File: config.mk
export PLATFORM = sky130hd
export DESIGN_NAME = light_serialiser
export DESIGN_NICKNAME = d
export VERILOG_FILES = /design/src/rtl/light_serialiser_pkg.sv /design/src/rtl/light_serialiser.sv
export SDC_FILE = /design/constraint.sdc
export NUM_CORES = 1
export LEC_CHECK = 0
export BUFFER_PORTS_ARGS = -buffer_cell sky130_fd_sc_hd__buf_2
export CAP_MARGIN = 15
export CORE_AREA = 2 2 93 59
export DETAILED_ROUTE_END_ITERATION = 7
export DIE_AREA = 0 0 95 61
export GPL_TIMING_DRIVEN = 0
export PLACE_DENSITY = 0.76
export SKIP_CTS_REPAIR_TIMING = 1
export SLEW_MARGIN = 20
export SYNTH_ARGS = -nofsm -noshare
export SYNTH_HDL_FRONTEND = slang
export SYNTH_SLANG_ARGS = --single-unit
export TNS_END_PERCENT = 20
File: constraint.sdc
create_clock -name clk -period 3.2 [get_ports clk]
set_clock_uncertainty 0.1 [all_clocks]
set_input_delay 0.48 -clock clk [delete_from_list [all_inputs] [get_ports clk]]
set_output_delay 0.48 -clock clk [all_outputs]
set_load 0.005 [all_outputs]
File: src/rtl/light_serialiser_pkg.sv
// Shared definitions for the RGB light transmit path: state encoding, default
// WS2812 timing at 100 MHz, and the RGB -> GRB wire-order reorder.
package light_serialiser_pkg;

    typedef enum logic [1:0] {
        ST_IDLE  = 2'd0,
        ST_SEND  = 2'd1,
        ST_LATCH = 2'd2
    } state_t;

    localparam int DEF_TBIT   = 125;
    localparam int DEF_T0H    = 40;
    localparam int DEF_T1H    = 80;
    localparam int DEF_TRESET = 5000;

    // LEDs expect green first on the wire; the selector produces {R,G,B}.
    function automatic logic [23:0] rgb_to_grb(input logic [23:0] rgb);
        return {rgb[15:8], rgb[23:16], rgb[7:0]};
    endfunction

endpackage

File: src/rtl/light_serialiser.sv
// Single-wire WS2812-style serialiser: one 24-bit colour per handshake, MSB-first
// pulse-width coding, seamless chaining, and a low latch period after each burst.
module light_serialiser
    import light_serialiser_pkg::*;
#(
    parameter int TBIT   = DEF_TBIT,
    parameter int T0H    = DEF_T0H,
    parameter int T1H    = DEF_T1H,
    parameter int TRESET = DEF_TRESET
) (
    input  logic        clk,
    input  logic        rst,
    input  logic [23:0] colour,
    input  logic        valid,
    output logic        ready,
    output logic        dout,
    output logic        busy
);

    if (!(T0H > 0 && T0H < T1H && T1H < TBIT && TRESET >= TBIT)) begin : g_bad_timing
        $error("light_serialiser: need 0 < T0H < T1H < TBIT and TRESET >= TBIT");
    end

    localparam int CW = $clog2(TRESET);
    localparam logic [CW-1:0] BIT_LAST   = CW'(TBIT - 1);
    localparam logic [CW-1:0] LATCH_LAST = CW'(TRESET - 1);
    localparam logic [CW-1:0] T0H_C      = CW'(T0H);
    localparam logic [CW-1:0] T1H_C      = CW'(T1H);

    state_t          r_state, w_state_nxt;
    logic [CW-1:0]   r_cnt, w_cnt_nxt;
    logic [4:0]      r_bit_idx, w_bit_idx_nxt;
    logic [23:0]     r_shift, w_shift_nxt;
    logic            r_dout, w_dout_nxt;
    logic            w_bit_end, w_frame_end, w_accept;

    assign w_bit_end   = (r_cnt == BIT_LAST);
    assign w_frame_end = w_bit_end && (r_bit_idx == 5'd23);
    assign ready       = (r_state == ST_IDLE) || ((r_state == ST_SEND) && w_frame_end);
    assign w_accept    = valid && ready;
    assign busy        = (r_state != ST_IDLE);
    assign dout        = r_dout;

    always_comb begin
        w_state_nxt   = r_state;
        w_cnt_nxt     = r_cnt;
        w_bit_idx_nxt = r_bit_idx;
        w_shift_nxt   = r_shift;
        case (r_state)
            ST_IDLE: begin
                if (w_accept) begin
                    w_state_nxt   = ST_SEND;
                    w_cnt_nxt     = '0;
                    w_bit_idx_nxt = 5'd0;
                    w_shift_nxt   = rgb_to_grb(colour);
                end
            end
            ST_SEND: begin
                if (w_frame_end) begin
                    w_cnt_nxt     = '0;
                    w_bit_idx_nxt = 5'd0;
                    if (w_accept) begin
                        w_shift_nxt = rgb_to_grb(colour);
                    end else begin
                        w_state_nxt = ST_LATCH;
                        w_shift_nxt = {r_shift[22:0], 1'b0};
                    end
                end else if (w_bit_end) begin
                    w_cnt_nxt     = '0;
                    w_bit_idx_nxt = r_bit_idx + 5'd1;
                    w_shift_nxt   = {r_shift[22:0], 1'b0};
                end else begin
                    w_cnt_nxt = r_cnt + CW'(1);
                end
            end
            ST_LATCH: begin
                if (r_cnt == LATCH_LAST) begin
                    w_state_nxt = ST_IDLE;
                    w_cnt_nxt   = '0;
                end else begin
                    w_cnt_nxt = r_cnt + CW'(1);
                end
            end
            default: begin
                w_state_nxt = ST_LATCH;
                w_cnt_nxt   = '0;
            end
        endcase
    end

    // dout is registered from the next-state view so the first bit starts right after accept.
    assign w_dout_nxt = (w_state_nxt == ST_SEND) &&
                        (w_cnt_nxt < (w_shift_nxt[23] ? T1H_C : T0H_C));

    always_ff @(posedge clk or negedge rst) begin
        if (!rst) begin
            r_state   <= ST_LATCH;
            r_cnt     <= '0;
            r_bit_idx <= 5'd0;
            r_shift   <= 24'd0;
            r_dout    <= 1'b0;
        end else begin
            r_state   <= w_state_nxt;
            r_cnt     <= w_cnt_nxt;
            r_bit_idx <= w_bit_idx_nxt;
            r_shift   <= w_shift_nxt;
            r_dout    <= w_dout_nxt;
        end
    end

endmodule

# Word level (Yosys, flattened, before mapping)
# Index checks and enable logic that the tools add are counted.
# word_totals
output_inout_bits	3
register_bits	45
# op_classes
addsub	2
n_lt_le_gt_ge	1
eq_ne	8
reduce_logical	9
n_mux	20
# op_table
op	count
24-bit 2-to-1 mux	4
13-bit 2-to-1 mux	4
24-bit one-hot mux with 2 select lines	1
13-bit one-hot mux with 3 select lines	1
5-bit 2-to-1 mux	3
13-bit by 1-bit adder with 13-bit output, second input constant	1
13-bit equality test, second input constant	1
13-bit by 7-bit equality test with 1-bit output, second input constant	1
13-bit by 7-bit less-than comparator with 1-bit output	1
5-bit one-hot mux with 2 select lines	1
2-bit 2-to-1 mux	4
7-bit 2-to-1 mux	1
2-bit one-hot mux with 3 select lines	1
5-bit by 1-bit adder with 5-bit output, second input constant	1
5-bit equality test, second input constant	1
2-bit by 1-bit equality test with 1-bit output, second input constant	2
1-bit logical AND	4
2-bit nonzero test	2
3-bit != test, second input constant	1
3-bit AND reduction	1
2-bit equality test, second input constant	1
2-bit logical NOT	1
2-bit != test, second input constant	1
1-bit logical OR	1

# Depth between registers and ports, before layout
# Gate-level depths: netlist of the first run.
# logic_depth
ltp_word	11
ltp_mapped	14
depth_no_buf	13

# Worst setup path before layout of the first run
# Ideal clock, no wire load.
# synth_path
path_kind	register to register
from	register r_cnt[4]
to	register r_dout (netlist: dout)
n_path_buf	1
period_less_slack_ns	3.234
stages_incl_launch_ff	13
slack_ns	-0.034
arrival_ns	3.039
t_required_ns	3.004
cell_sequence	dfrtp_1 -> or4_1 -> or4_4 -> a22oi_4 -> buf_6 -> and2b_1 -> o21ai_0 -> o31ai_1 -> ha_1 -> a21o_1 -> a21oi_1 -> nand3_1 -> nor4_2
# synth_lines
element	line	text
start: declaration	light_serialiser.sv:31	logic [CW-1:0] r_cnt, w_cnt_nxt;
start signal: assignment	light_serialiser.sv:104	r_cnt <= w_cnt_nxt;
parallel branches: the longest is 6 deep, another holds 13-bit by 1-bit adder with 13-bit output	-	
13-bit one-hot mux with 3 select lines (*)	light_serialiser.sv:49	case (r_state)
net w_cnt_nxt[5]	light_serialiser.sv:31	
13-bit by 7-bit less-than comparator with 1-bit output (*)	light_serialiser.sv:93	(w_cnt_nxt < (w_shift_nxt[23] ? T1H_C : T0H_C));
1-bit logical AND (*)	light_serialiser.sv:92	assign w_dout_nxt = (w_state_nxt == ST_SEND) &&
net w_dout_nxt	light_serialiser.sv:34	logic r_dout, w_dout_nxt;
end signal: assignment	light_serialiser.sv:107	r_dout <= w_dout_nxt;
end: declaration	light_serialiser.sv:34	
# Mark *: on every way through the listed nets, which the timed path passes. The select of a mux whose other input is x is not followed.
# A chain may end at the register's enable or synchronous reset.

# Final worst setup path of the first run
# layout_path
from	register r_cnt[6]
to	register r_dout (netlist: dout)
# layout_lines
element	line	text
13-bit by 7-bit equality test with 1-bit output	light_serialiser.sv:37	assign w_bit_end = (r_cnt == BIT_LAST);
1-bit logical AND	light_serialiser.sv:38	assign w_frame_end = w_bit_end && (r_bit_idx == 5'd23);
1-bit logical AND	light_serialiser.sv:39	assign ready = (r_state == ST_IDLE) || ((r_state == ST_SEND) && w_frame_end);
1-bit logical OR	light_serialiser.sv:39	
1-bit logical AND	light_serialiser.sv:40	assign w_accept = valid && ready;
13-bit 2-to-1 mux	light_serialiser.sv:51	if (w_accept) begin
13-bit one-hot mux with 3 select lines (*)	light_serialiser.sv:49	
net w_cnt_nxt[5]	light_serialiser.sv:31	
13-bit by 7-bit less-than comparator with 1-bit output (*)	light_serialiser.sv:93	
1-bit logical AND (*)	light_serialiser.sv:92	
net w_dout_nxt	light_serialiser.sv:34	
# Mark *: on every way through the listed nets, which the timed path passes. The rest lies on a longest branch. The select of a mux whose other input is x is not followed.

==> impl_metrics.json, run 1 <==
{
  "grt-ovfl-total": 0,
  "syn_area_sq_mm": 0.002390,
  "final_common_cell": "nand2_1",
  "syn2layout_area_growth_pct": 20.00,
  "timing.final.crit_share_pct": 101.2,
  "mostFrequentLayoutCells": "50 x nand2_1, 41 x dfrtp_1, 33 x buf_2, 18 x a22oi_1, 15 x o21ai_0",
  "ant_nets": 0,
  "yosys_most_used_dff": "dfrtp_1",
  "slew_headroom_pct": 61.55,
  "drv_cap": 0,
  "worst_skew_pair.late_latency_ns": 0.30,
  "finalHoldViolCount": 0,
  "num_antenna_cells": 0,
  "critPathTopFamily": "simple AND/OR/NAND/NOR gates",
  "synth-seq-area-share_pct": 47.17,
  "antenna_found_initial": 0,
  "synthTopCellsByArea": "dfrtp_1 46%, nand2_1 7.9%, a22oi_1 5.7%",
  "grt_use_total_pct": 21.25,
  "grt_pass1_vias": 1906,
  "path_cells": "or4_1 > or4_4 > a22oi_4 > buf_6 > and2b_1 > o21ai_1 > o31ai_1 > ha_1 > a21o_1 > a21oi_2 > nand3_1 > nor4_2",
  "leakage_nw": 1.374,
  "nFillCells": 416,
  "worstPathRequired_ns": 3.31,
  "cp_slowest_cell": "or4_1",
  "core_sq_mm": 0.004930,
  "nets": 338,
  "netlist_instances": 256,
  "htree_levels": 2,
  "worstMarginPinSlew_ns": 0.5768,
  "cts_made_buffers": 5,
  "die_width_um": 95,
  "ys_ff_latch": 45,
  "post-route-drc-count": 0,
  "yosysUniqueCellTypes": 48,
  "grt_pass1_wl_mm": 9.266,
  "dieArea_sq_mm": 0.005795,
  "root_buffer": "clkbuf_8",
  "synth-edff-count": 0,
  "crit_fanout": 6,
  "crit_buf_inv": 1,
  "cp.depth": 12,
  "gp_congestion": 0.9490,
  "synth_top_area_share_pct": 46.07,
  "design_area_sq_mm": 0.002868,
  "yosys.area.top_type": "dfrtp_1",
  "crit_type": "flip-flop to flip-flop",
  "port-buffer-count": 29,
  "grt_start_max_net_pins": 46,
  "ios": 30,
  "cts_tree": "yes",
  "max_freq_mhz": 308.9,
  "status": "complete, but fails checks",
  "wl_mm": 5.728,
  "clock-sinks": 45,
  "placed_cell_area_sq_mm": 0.002618,
  "max_stage_delay_ns": 0.51,
  "ys_async_sr_fraction_pct": 100.0,
  "rsz0062_at_grt": "true",
  "cp_data_arrival_time_ns": 3.35,
  "path_clk_slew_ns": 0.09,
  "dp_hpwl_mm": 4.074,
  "min_path_type": "input port to async pin",
  "startpoint_type": "flip-flop",
  "start_util_pct": 48.48,
  "cts_buffer_depth": 2,
  "synth_warnings": 0,
  "row_count": 20,
  "maxSlewViolCount": 0,
  "die_y_um": 61,
  "ir_worst_vdd_v": 0.0003772,
  "layout_setup_ws_ns": -0.03766,
  "power.density_mw_per_mm2": 713.0,
  "violations": "negative setup slack",
  "ff2ff_path_depth": 12,
  "firstDrtPassIters": 5,
  "drive_above_1_share_pct": 23.20,
  "post_drt_wl_per_cell_um": 15.40,
  "vias": 2163,
  "vias_per_cell": 5.815,
  "setup_viol": 1,
  "hold_slack_ns": 0.06737,
  "syn_avg_cell_area_sq_um": 9.335,
  "fin_crit_ns": 3.238,
  "endpoint_kind": "flip-flop",
  "drtIter0Drc": 202,
  "syn_nets": 289
}
-- synthesized netlist by cell type, types with 2 or more instances --
library cell,count
nand4_1,4
xor2_1,2
mux2i_1,3
o21ai_0,16
nor2_1,14
inv_1,8
nand3_1,11
o41ai_1,2
nand2_1,50
or2_2,2
and3_1,3
clkbuf_1,6
ha_1,6
a22oi_1,18
o31ai_1,4
dfrtp_1,44
nor3b_1,2
a221o_1,6
o22ai_1,2
nor2b_1,4
and4b_1,2
and2_1,7
a21o_1,3
a21oi_1,6
buf_2,5
nor3_1,4
-- worst register-to-register path: cells and delay by family (launching register included) --
family	cells	cell delay, ns
AOI/OAI and AO/OA	5	0.76
and+or+nand+nor	5	1.39
adders and majority gates	1	0.30
buffers and inverters	1	0.16
DFF	1	0.44
-- layer usage --
| layer | up-vias | GRT usage (%) | share of wire [%] |
|---|---|---|---|
| met5 | - | 0 | 0 |
| met4 | 0 | 5.797 | 0.56 |
| met3 | 5 | 4.845 | 7.8 |
| met2 | 88 | 30.70 | 43 |
| met1 | 1046 | 32.23 | 49 |
| li1 | 1024 | - | - |
-- area by class of cell --
class                   instances  area, sq um  share of cell area (%)
flip-flops and latches         45         1131                   39.44
well taps                      66        82.58                   2.880
multi-input cells             191         1182                   41.23
plain buffers                  12        61.31                   2.138
clock buffers                   5        68.82                   2.400
inverters                       8        30.03                   1.047
repair buffers                 42        242.7                   8.464
clock inverters                 3        68.82                   2.400
-- where the power goes --
part	internal [mW]	switching [mW]	total [mW]
clock	0.314	0.207	0.521
combinational	0.296	0.286	0.582
sequential	0.779	0.163	0.942
total	1.39	0.655	2.04
-- stage by stage --
stage / cells / util [%] / total power, mW / TNS [ns] / worst slack (ns)
after floorplan: 256 / - / 1.302 / 0 / 0.009957
after global placement: 351 / 53.10 / 1.437 / -0.2236 / -0.2236
final: 372 / 58.17 / 2.045 / -0.03766 / -0.03766
after global routing: 372 / 58.17 / 2.181 / -0.2175 / -0.2175
after CTS: 359 / 55.89 / 2.003 / -0.3154 / -0.3154
after detailed placement: 351 / 53.10 / 1.480 / -0.2901 / -0.2901
-- sequential cells by signal, indices dropped and copies added, names as in the netlist --
register / cells
r_cnt: 13
r_shift: 24
dout: 1
r_state: 2
r_bit_idx: 5
-- path summary, 6_finish.rpt --
kind	slack (ns)	start	endpoint
worst max-delay path	-0.04	r_cnt[6]	dout
worst min-delay path	0.07	rst	r_cnt[1]
worst max register to register	-0.04	r_cnt[6]	dout
worst min register to register	0.41	r_shift[5]	r_shift[6]
max in group asynchronous	2.51	rst	r_cnt[4]
min in group clk	0.26	colour[1]	r_shift[1]
-- logic make-up after synthesis --
kind of cell,share of synthesized area [%]
AO/OA/AOI/OAI,20.05
flip-flops,47.17
AND/OR/NAND/NOR,23.93
adder cells (fa/ha/maj),3.141
buffers and inverters,3.717
multiplexers,1.257
XOR/XNOR,0.7331
No activity file was read; power rests on OpenSTA's default activity.
==> run 2, diff against run 1 <==
--- a/config.mk
+++ b/config.mk
@@ -8,6 +8,7 @@
 export BUFFER_PORTS_ARGS = -buffer_cell sky130_fd_sc_hd__buf_2
 export CAP_MARGIN = 15
 export CORE_AREA = 2 2 93 59
+export CTS_BUF_LIST = sky130_fd_sc_hd__clkbuf_4
 export DETAILED_ROUTE_END_ITERATION = 7
 export DIE_AREA = 0 0 95 61
 export GPL_TIMING_DRIVEN = 0
==> run 2 against run 1 <==
Net effect:
- the flow finishes with violations (negative hold slack, negative setup slack)
- first-iteration DRC count fell by 2.5%
- global-route usage rose by 0.16 points
- total power fell by 3.8%
- sequential share of layout area rose by 0.47 points
- via count rose by 0.51%
==> impl_metrics.json, run 2 (synthesis gave the netlist of run 1 again) <==
{
  "die_y_um": 61,
  "cts_buffer_depth": 2,
  "clkPwrFrac_pct": 22.7,
  "endpoint_kind": "flip-flop",
  "grt_pass1_vias": 1922,
  "ir_worst_vdd_v": 0.0003493,
  "seq_power_share_pct": 47.8,
  "cts_made_buffers": 5,
  "hold_slack_ns": -0.01871,
  "layout_setup_ws_ns": -0.07402,
  "fin_cells": 372,
  "die_width_um": 95,
  "status": "complete, but fails checks",
  "r2r_slack_ns": -0.07,
  "grt_pass1_wl_mm": 9.315,
  "gp_congestion": 0.9490,
  "worstPathRequired_ns": 3.39,
  "wl_mm": 5.751,
  "vias_per_cell": 5.844,
  "root_buffer": "clkbuf_4",
  "design_area_sq_mm": 0.002834,
  "dp_hpwl_mm": 4.074,
  "max_stage_delay_ns": 0.54,
  "core_sq_mm": 0.004930,
  "worst_r2r_endpoint": "dout",
  "grt-ovfl-total": 0,
  "syn2layout_area_growth_pct": 18.59,
  "reg.largest.list": "r_shift: 24 flops, r_cnt: 13 flops, r_bit_idx: 5 flops",
  "critPathTopFamily": "simple AND/OR/NAND/NOR gates",
  "nets": 338,
  "cp_data_arrival_time_ns": 3.46,
  "post_drt_wl_per_cell_um": 15.46,
  "mostFrequentLayoutCells": "50 x nand2_1, 41 x dfrtp_1, 33 x buf_2, 18 x a22oi_1, 15 x o21ai_0",
  "drtIter0Drc": 197,
  "cp_slowest_cell": "or4_4",
  "path_cells": "or3b_4 > or4_4 > a22oi_4 > buf_6 > and2b_1 > o21ai_1 > o31ai_1 > ha_1 > a21o_1 > a21oi_2 > nand3_1 > nor4_2",
  "final_common_cell": "nand2_1",
  "power.density_mw_per_mm2": 694.4,
  "rsz0062_at_grt": "true",
  "fin_crit_ns": 3.274,
  "grt_use_total_pct": 21.41,
  "placed_cells": 351,
  "path_clk_slew_ns": 0.14,
  "htree_levels": 2,
  "top_register": "r_shift",
  "placed_cell_area_sq_mm": 0.002618,
  "port-buffer-count": 29,
  "drv_cap": 0,
  "worstMarginPinSlew_ns": 0.5813,
  "maxSlewViolCount": 0,
  "row_count": 20,
  "crit_type": "flip-flop to flip-flop",
  "ios": 30,
  "p_comb_share_pct": 29.5,
  "post-route-drc-count": 0,
  "violations": "negative hold slack, negative setup slack",
  "firstDrtPassIters": 5,
  "largest_reg_flops": 24,
  "reg2reg_from": "r_cnt[5]",
  "ff2ff_path_depth": 12,
  "crit_fanout": 6,
  "vias": 2174,
  "max_freq_mhz": 305.4,
  "min_path_type": "input port to async pin",
  "worst_skew_pair.late_latency_ns": 0.37,
  "grt_start_max_net_pins": 46,
  "antenna_found_initial": 0,
  "finalHoldViolCount": 21,
  "crit_buf_inv": 1,
  "fin_util_pct": 57.49,
  "setup_viol": 1,
  "num_antenna_cells": 0,
  "drive_above_1_share_pct": 22.88,
  "startpoint_type": "flip-flop",
  "cts_tree": "yes",
  "dieArea_sq_mm": 0.005795,
  "slew_headroom_pct": 61.24,
  "sw_frac_of_total_pct": 32.98,
  "ant_nets": 0,
  "p_int_mw": 1.319,
  "start_util_pct": 48.48,
  "clock-sinks": 45,
  "timing.final.crit_share_pct": 102.3,
  "leakage_nw": 1.359,
  "p_sw_mw": 0.6491
}
## run 2: cell counts in the layout (fill, tap and decap cells not counted)
No cell type changed its count.
## run 2: worst register-to-register path, delay by kind of cell (launching register included)
family	cells	cell delay, ns
simple gates	5	1.38
compound gates	5	0.78
flops	1	0.47
fa+ha+maj	1	0.30
buf+inv	1	0.16
## run 2: worst max path at each step
| stage | start | endpoint | slack, ns | cells past startpoint |
|---|---|---|---|---|
| floorplan | r_cnt[4] | dout | 0.01 | 12 |
| global placement | r_cnt[4] | dout | -0.22 | 12 |
| detailed placement | r_cnt[4] | dout | -0.29 | 12 |
| CTS | r_cnt[0] | dout | -0.32 | 14 |
| global route | r_cnt[5] | dout | -0.26 | 12 |
| finish | r_cnt[5] | dout | -0.07 | 12 |
## run 2: cell type report
| cell class | count | area, sq um |
|---|---|---|
| fill | 427 | 2096 |
| multi-input combinational | 191 | 1180 |
| sequential | 45 | 1131 |
| timing repair buffer | 42 | 242.7 |
| tap | 66 | 82.58 |
| clock inverter | 3 | 68.82 |
| buffer | 12 | 61.31 |
| clock buffer | 5 | 37.54 |
| inverter | 8 | 30.03 |
## run 2: power groups by stage
| stage | combinational (mW) | sequential [mW] | clock [mW] |
|---|---|---|---|
| finish | 0.581 | 0.941 | 0.446 |
| global route | 0.667 | 0.962 | 0.475 |
| CTS | 0.536 | 0.937 | 0.455 |
| detailed placement | 0.537 | 0.943 | 0 |
| global placement | 0.502 | 0.935 | 0 |
| floorplan | 0.406 | 0.896 | 0 |
## run 2: routing by layer
layer / up-vias / GRT usage, % / share of wire (%)
li1: 1024 / - / -
met1: 1050 / 32.15 / 48
met2: 90 / 30.80 / 42
met3: 10 / 4.845 / 7.9
met4: 0 / 7.039 / 1.3
met5: - / 0 / 0
## run 2: through the flow
stage | power [mW] | setup TNS, ns | setup slack, ns
4_1_cts | 1.928 | -0.3203 | -0.3203
5_1_grt | 2.104 | -0.2559 | -0.2553
6_report | 1.968 | -0.07402 | -0.07402
3_5_place_dp | 1.480 | -0.2901 | -0.2901
2_1_floorplan | 1.302 | 0 | 0.009957
3_3_place_gp | 1.437 | -0.2236 | -0.2236
==> run 3, diff against run 2 <==
--- a/config.mk
+++ b/config.mk
@@ -12,6 +12,7 @@
 export DETAILED_ROUTE_END_ITERATION = 7
 export DIE_AREA = 0 0 95 61
 export GPL_TIMING_DRIVEN = 0
+export MAX_ROUTING_LAYER = met4
 export PLACE_DENSITY = 0.76
 export SKIP_CTS_REPAIR_TIMING = 1
 export SLEW_MARGIN = 20
==> run 3 against run 2 <==
Net effect:
- the flow still finishes with violations (negative hold slack, negative setup slack)
- clock-buffer cell count is the same
- worst setup slack lost 0.011 ns
- worst hold slack gained 0.00051 ns
- total power shrank 0.11%
- design area is the same
- critical path depth is the same
- critical path type unchanged
- largest power group unchanged
- highest routed layer unchanged
==> impl_metrics.json, run 3 (synthesis gave the netlist of run 1 again) <==
{
  "maxSlewViolCount": 0,
  "mostFrequentLayoutCells": "50 x nand2_1, 41 x dfrtp_1, 33 x buf_2, 18 x a22oi_1, 15 x o21ai_0",
  "fin_cells": 372,
  "antenna_found_initial": 0,
  "vias_per_cell": 5.755,
  "max_stage_delay_ns": 0.54,
  "worstMarginPinSlew_ns": 0.5627,
  "nFillCells": 427,
  "grt_use_total_pct": 22.11,
  "post-route-drc-count": 0,
  "ant_nets": 0,
  "drv_cap": 0,
  "root_buffer": "clkbuf_4",
  "worst_skew_pair.late_latency_ns": 0.37,
  "timing.final.crit_share_pct": 102.7,
  "drtIter0Drc": 188,
  "drive_above_1_share_pct": 22.88,
  "setup-tns-final_ns": -0.08546,
  "final_common_cell": "nand2_1",
  "die_y_um": 61,
  "crit_path_start": "r_cnt[5]",
  "grt_pass1_wl_mm": 9.315,
  "max_freq_mhz": 304.4,
  "die_width_um": 95,
  "grt-ovfl-total": 0,
  "htree_levels": 2,
  "port-buffer-count": 29,
  "startpoint_type": "flip-flop",
  "slew_headroom_pct": 62.41,
  "design_area_sq_mm": 0.002834,
  "reg2reg_from": "r_cnt[5]",
  "placed_cell_area_sq_mm": 0.002618,
  "grt_pass1_vias": 1929,
  "grt_start_max_net_pins": 46,
  "worstPathRequired_ns": 3.39,
  "dieArea_sq_mm": 0.005795,
  "ios": 30,
  "hold_slack_ns": -0.01821,
  "firstDrtPassIters": 5,
  "placed_cells": 351,
  "wl_mm": 5.722,
  "path_cells": "or3b_4 > or4_4 > a22oi_4 > buf_6 > and2b_1 > o21ai_1 > o31ai_1 > ha_1 > a21o_1 > a21oi_2 > nand3_1 > nor4_2",
  "violations": "negative hold slack, negative setup slack",
  "core_sq_mm": 0.004930,
  "power.density_mw_per_mm2": 693.6,
  "num_antenna_cells": 0,
  "dp_hpwl_mm": 4.074,
  "cts_made_buffers": 5,
  "rsz0062_at_grt": "true",
  "crit_type": "flip-flop to flip-flop",
  "crit_fanout": 6,
  "cts_buffer_depth": 2,
  "cp_slowest_cell": "or4_4",
  "cts_tree": "yes",
  "status": "complete, but fails checks",
  "layout_setup_ws_ns": -0.08546,
  "cp_data_arrival_time_ns": 3.47,
  "ir_worst_vdd_v": 0.0003481,
  "vias": 2141,
  "post_drt_wl_per_cell_um": 15.38,
  "start_util_pct": 48.48,
  "endpoint_kind": "flip-flop",
  "path_clk_slew_ns": 0.14,
  "finalHoldViolCount": 37,
  "setup_viol": 1,
  "fin_crit_ns": 3.285,
  "row_count": 20,
  "min_path_type": "input port to async pin",
  "syn2layout_area_growth_pct": 18.59,
  "pre_cts_ws_ns": -0.2901,
  "clock-sinks": 45,
  "top_register": "r_shift",
  "largest_reg_flops": 24,
  "reg.largest.list": "r_shift: 24 flops, r_cnt: 13 flops, r_bit_idx: 5 flops",
  "leakage_nw": 1.359,
  "gp_congestion": 0.9663,
  "nets": 338
}
## run 3: per-stage QoR
| stage | utilization (%) | power, mW |
|---|---|---|
| after floorplan | - | 1.302 |
| after global placement | 53.10 | 1.437 |
| after detailed placement | 53.10 | 1.480 |
| after CTS | 55.25 | 1.928 |
| after global routing | 57.49 | 2.104 |
| final | 57.49 | 1.966 |
## run 3: layout make-up
type                    count  area, sq um  share of cell area, %
clock inverters             3        68.82                  2.428
repair buffers             42        242.7                  8.565
well taps                  66        82.58                  2.914
inverters                   8        30.03                  1.060
multi-input cells         191         1180                  41.63
plain buffers              12        61.31                  2.163
flip-flops and latches     45         1131                  39.91
clock buffers               5        37.54                  1.325
## run 3: worst max-delay path, delay by kind of cell, from the launching register on
family          cells  cell delay, ns
fa+ha+maj           1            0.30
simple gates        5            1.38
flops               1            0.47
compound gates      5            0.77
buf+inv             1            0.16
## run 3: final timing paths
| path | slack, ns | depth (start not counted) | end |
|---|---|---|---|
| setup / recovery | -0.09 | 12 | dout |
| hold / removal | -0.02 | 1 | r_cnt[5] |
| setup reg to reg | -0.09 | 12 | dout |
| hold reg to reg | 0.41 | 2 | r_shift[6] |
| max in group asynchronous | 2.61 | 1 | r_cnt[4] |
| min in group clk | 0.18 | 3 | r_shift[1] |
## run 3: layer usage
layer	GRT usage (%)	up-vias	wire length [um]
met5	-	-	0
met1	31.99	1018	2813
li1	-	1023	-
met4	7.039	0	31
met2	31.00	95	2466
met3	4.720	5	411
## run 3: report_power, final
group          leakage, nW  total (mW)  switching (mW)  internal [mW]
Combinational        0.744       0.581           0.285          0.296
Sequential           0.559       0.938           0.161          0.777
Clock               0.0558       0.447           0.201          0.246
Total                 1.36        1.97           0.647           1.32
